`config.mk`:
```
export PLATFORM = sky130hd
export DESIGN_NAME = ov7670_frame_ctrl
export DESIGN_NICKNAME = d
export VERILOG_FILES = /design/src/rtl/ov7670_pkg.sv /design/src/rtl/ov7670_vsync_edge.sv /design/src/rtl/ov7670_frame_ctrl.sv
export SDC_FILE = /design/constraint.sdc
export NUM_CORES = 1
export LEC_CHECK = 0
export CORE_ASPECT_RATIO = 1.75
export CORE_MARGIN = 4
export CORE_UTILIZATION = 43
export DETAILED_ROUTE_END_ITERATION = 6
export MAX_ROUTING_LAYER = met4
export PLACE_DENSITY = 0.76
export SYNTH_ARGS = -nofsm -noshare
export SYNTH_HDL_FRONTEND = slang
export SYNTH_SLANG_ARGS = --single-unit
```
`constraint.sdc`:
```
create_clock -name pclk -period 1.9 [get_ports pclk]
set_input_delay 0.19 -clock pclk [delete_from_list [all_inputs] [get_ports pclk]]
set_output_delay 0.19 -clock pclk [all_outputs]
set_load 0.005 [all_outputs]
```
`src/rtl/ov7670_pkg.sv`:
```
// Shared defaults and the frame-controller state encoding for the OV7670 capture path.
package ov7670_pkg;

  localparam int DEF_FRAME_PIXELS = 307200;
  localparam int DEF_ADDR_W       = 19;
  localparam int DEF_CNT_W        = 16;

  typedef enum logic [1:0] {IDLE, ARMED, CAPTURE, CHECK} frame_state_t;

endpackage

```
`src/rtl/ov7670_vsync_edge.sv`:
```
// Registers camera vsync and flags its rising and falling edges.
module ov7670_vsync_edge (
  input  logic clk,
  input  logic rst_n,
  input  logic vsync,
  output logic vs_rise,
  output logic vs_fall
);

  logic vs_q;

  // Resets high so a camera already in blanking does not produce a false fall.
  always_ff @(posedge clk) begin
    if (!rst_n) vs_q <= 1'b1;
    else        vs_q <= vsync;
  end

  assign vs_rise = vsync & ~vs_q;
  assign vs_fall = ~vsync & vs_q;

endmodule

```
`src/rtl/ov7670_frame_ctrl.sv`:
```
// Frame-level gate between the capture block and the double-banked frame buffer:
// picks frames to write, validates their length and flips banks on good frames.
module ov7670_frame_ctrl
  import ov7670_pkg::*;
#(
  parameter int FRAME_PIXELS = DEF_FRAME_PIXELS,
  parameter int ADDR_W       = DEF_ADDR_W,
  parameter int CNT_W        = DEF_CNT_W
) (
  input  logic              pclk,
  input  logic              rst_n,
  input  logic              vsync,
  input  logic              sw,
  input  logic              mode,
  input  logic              snap,
  input  logic [ADDR_W-1:0] cap_addr,
  input  logic [1:0]        cap_we,
  input  logic [7:0]        cap_dout,
  output logic [ADDR_W:0]   fb_addr,
  output logic [7:0]        fb_din,
  output logic [1:0]        fb_we,
  output logic              wr_bank,
  output logic              rd_bank,
  output logic              busy,
  output logic              frame_done,
  output logic              frame_err,
  output logic [CNT_W-1:0]  frame_cnt
);

  localparam logic [ADDR_W-1:0] FRAME_PIXELS_W = ADDR_W'(FRAME_PIXELS);

  frame_state_t      state, state_next;
  logic              vs_rise, vs_fall;
  logic [ADDR_W-1:0] pix_cnt;
  logic              good_frame;
  logic              capturing;
  logic              commit;
  logic              discard;

  ov7670_vsync_edge u_vsync_edge (
    .clk     (pclk),
    .rst_n   (rst_n),
    .vsync   (vsync),
    .vs_rise (vs_rise),
    .vs_fall (vs_fall)
  );

  assign good_frame = (pix_cnt == FRAME_PIXELS_W);

  always_ff @(posedge pclk) begin
    if (!rst_n) state <= IDLE;
    else        state <= state_next;
  end

  always_comb begin
    state_next = state;
    case (state)
      IDLE:    if (sw && (!mode || snap)) state_next = ARMED;
      ARMED: begin
        if (!sw)          state_next = IDLE;
        else if (vs_fall) state_next = CAPTURE;
      end
      CAPTURE: if (vs_rise) state_next = CHECK;
      // A bad frame keeps retrying in either mode; only a good one ends single-shot.
      CHECK: begin
        if (!sw)                   state_next = IDLE;
        else if (good_frame && mode) state_next = IDLE;
        else                       state_next = ARMED;
      end
      default: state_next = IDLE;
    endcase
  end

  always_comb begin
    busy      = (state != IDLE);
    capturing = (state == CAPTURE);
    commit    = (state == CHECK) && good_frame;
    discard   = (state == CHECK) && !good_frame;
  end

  always_ff @(posedge pclk) begin
    if (!rst_n) begin
      fb_addr <= '0;
      fb_din  <= '0;
      fb_we   <= '0;
    end else begin
      fb_addr <= {wr_bank, cap_addr};
      fb_din  <= cap_dout;
      fb_we   <= capturing ? cap_we : 2'b00;
    end
  end

  // Counts second bytes, so one increment per completed pixel; saturates so long frames stay bad.
  always_ff @(posedge pclk) begin
    if (!rst_n) begin
      pix_cnt <= '0;
    end else if (state == ARMED && vs_fall) begin
      pix_cnt <= '0;
    end else if (capturing && cap_we[0] && (pix_cnt != '1)) begin
      pix_cnt <= pix_cnt + 1'b1;
    end
  end

  always_ff @(posedge pclk) begin
    if (!rst_n) begin
      wr_bank    <= 1'b0;
      rd_bank    <= 1'b1;
      frame_cnt  <= '0;
      frame_done <= 1'b0;
      frame_err  <= 1'b0;
    end else begin
      frame_done <= commit;
      frame_err  <= discard;
      if (commit) begin
        wr_bank   <= ~wr_bank;
        rd_bank   <= wr_bank;
        frame_cnt <= frame_cnt + 1'b1;
      end
    end
  end

endmodule

```
==> flow_summary.toml <==
[logic_synthesis]
yosysWarnings = 0
synth_top_area_share_pct = 47.54
synthSimpleGateAreaFrac_pct = 32.56
synth_edf_count = 0
synth_ff_type = "dfxtp_1"
synth_compound_area_share_pct = 5.365
synthMuxAreaShare_pct = 1.981
synth_fa_ha_area_share_pct = 1.238
netlist_instances = 313
yosys.area.top_type = "dfxtp_1"
syn_avg_cell_area_sq_um = 9.686
synth_xor_area_share_pct = 7.511
synthMostInstantiatedCell = "dfxtp_1"
synth_top_family_by_area = "simple AND/OR/NAND/NOR gates"
synthDistinctLibCells = 43
ys_ff_latch = 72
syn-cell-area_sq_um = 3032
syn_nets = 351
yosysSeqAreaShare_pct = 47.54
synthTopCellsByCount = "dfxtp_1 (72), nor2_1 (32), and2_1 (30)"
ys_top_cells_by_area = "dfxtp_1 (48%), xnor2_1 (7.5%), and2_1 (6.2%)"
synthArstFlopShare_pct = 0

[setup_path]
setup.worst_path.start_class = "flip-flop"
reg2reg_slack_ns = 0.08
cp_max_fo = 9
timing.rr.start = "pix_cnt[10]"
path_class = "flip-flop to flip-flop"
reg2reg_to = "frame_cnt[7]"
critPathCaptureType = "flip-flop"
required_ns = 2.11
cp.arrival_ns = 2.03
rr_worst_depth = 6

[routing]
wl_per_cell_um = 14.92
drcViolationCount = 0
routed_wl_um = 7638
drtAntennaViolNets = 0
num_vias = 2610
drtIter0Drc = 123
via_per_inst = 5.098
drt-pass1-iter-count = 4

[die]
coreArea_sq_um = 6857
initial_core_util_pct = 44.22
die_y_um = 119.1
rows = 40
die-area_sq_um = 8510
chipWidth_um = 71.47
io_pins = 86

[timing]
fin_crit_ns = 1.816
post-route-period-util_pct = 95.59
finalMaxSlewViolations = 0
setup_viol = 0
fin_skew_ns = 0.003694
rsz0062_at_grt = "yes"
hold_violations = 0
fmax_ghz = 0.5506
relSlewSlack_pct = 72.69
worst_slew_pin_slew_ns = 0.4060
timing.hold.ws_ns = 0.4362
final.setup.worst_slack_ns = 0.08381

[placed_design]
place_ws_ns = -0.02533
place_congestion = 0.8125
port_buffers = 85
place_inst = 489
dp_hpwl_um = 5562
place_area_sq_um = 4079

[layout]
design_area_sq_um = 4487
final_cell_count_no_fill = 512
diodes = 0
syn_to_final_growth_pct = 48.00
nNetsFinal = 461
fillers = 564
drive_gt1_share_pct = 17.76

[global_routing]
use_met2_pct = 33.93
grt_use_met1_pct = 17.14
grt_pass1_wl_um = 12080
grt-ovfl-total = 0
antenna_found_initial = 0
gr-usage-met3_pct = 3.632
grt_pass1_vias = 2612
grt_busiest_layer = "met2"
track_usage_pct = 18.73
grt_max_degree = 25

[cts]
cts_max_level = 3
cts_num_sinks = 72
clk_latency_ns = 0.33
root_buffer = "clkbuf_16"
clkTransAtPathRegs_ns = 0.06
cts_tree = "built"
cts_buffer_depth = 2
cts_buffers = 9

[min_path]
hold_path_end = "fb_addr[7]"
hold_start = "cap_addr[7]"
hp-class = "input pin to flip-flop"
min_path_cells = 2

[power]
powerDensity_nw_per_um2 = 810.6
p_total_mw = 3.637
ir_drop_v = 0.0006241
leakagePower_nw = 1.624

[run_status]
status = "complete, no violations"

[run]
cap_viol_max_count = 0
logic make-up after synthesis:
logic type,after synthesis
fa+ha+maj,3
buf+inv,26
compound gates,26
xor+xnor,26
mux,6
simple gates,154
flops,72
routing by layer:
metal | vias up | share of wire [%]
li1 | 1289 | -
met1 | 1250 | 35
met2 | 49 | 59
met3 | 22 | 2.6
met4 | 0 | 3.7
met5 | - | 0
area by class of cell:
| cell class | instances | area [sq um] | area share [%] |
|---|---|---|---|
| well taps | 84 | 105.1 | 2.342 |
| inverters | 11 | 41.29 | 0.9202 |
| flip-flops and latches | 72 | 1443 | 32.15 |
| repair buffers | 113 | 1061 | 23.65 |
| clock inverters | 4 | 52.55 | 1.171 |
| clock buffers | 12 | 256.5 | 5.717 |
| multi-input cells | 216 | 1528 | 34.05 |
layout by cell type (no fill, tap or decap), types with 3 or more instances in the layout:
master,netlist,final
dfxtp_1,72,71
a211oi_1,3,3
clkbuf_16,0,9
a21oi_1,9,9
nor2_2,4,4
ha_1,3,3
xnor2_1,26,26
nor4_2,9,9
nand3_1,9,8
nand4_1,8,8
nand2b_1,3,3
inv_1,11,11
buf_4,0,28
o21ai_0,6,6
nor2_1,32,32
and2_1,30,30
mux2i_1,6,6
and3_1,5,5
nor3_1,5,5
clkdlybuf4s50_1,0,85
and4_1,4,4
nand2_1,18,18
or3_1,8,7
nor4_4,3,4
power breakdown:
group / internal [mW] / switching, mW
clock: 1.09 / 0.621
sequential: 1.56 / 0.0321
combinational: 0.216 / 0.122
total: 2.86 / 0.776
registers in the layout, summed over array words and instances (netlist names), named ones only:
register / flops
fb_addr: 20
pix_cnt: 19
frame_cnt: 16
fb_din: 8
fb_we: 2
frame_done: 1
frame_err: 1
rd_bank: 1
state: 1
u_vsync_edge.vs_q: 1
wr_bank: 1
worst max-delay path: stages, from the launching register on:
cell and delay (ns):
dfxtp_1 0.32, nand2b_1 0.14, or4_4 0.57, buf_4 0.19
nor4_2 0.29, xnor2_1 0.15, nor2_1 0.05
how the worst max path moves through the flow:
stage	startpoint	to	slack, ns	cells after the start
floorplan	pix_cnt[12]	frame_cnt[12]	0.10	7
global placement	cap_we[0]	pix_cnt[13]	-0.006	6
CTS	pix_cnt[13]	state[0]	0.02	6
detailed placement	cap_we[0]	pix_cnt[13]	-0.03	6
global route	frame_cnt[1]	frame_cnt[12]	-0.004	6
finish	pix_cnt[10]	frame_cnt[7]	0.08	6
through the flow:
step	TNS [ns]	utilization, %
after floorplan	0	-
after global placement	-0.005775	59.49
after detailed placement	-0.06592	59.49
after CTS	0	64.00
after global routing	-0.003691	65.44
final	0	65.44
repair_timing:
action	in CTS	in global routing
hold endpoints to repair	0	0
resized for setup	0	8
endpoints found under the setup margin	0	17
hold buffers	0	0
setup buffers	0	6
(Power assumes the default switching activity.)
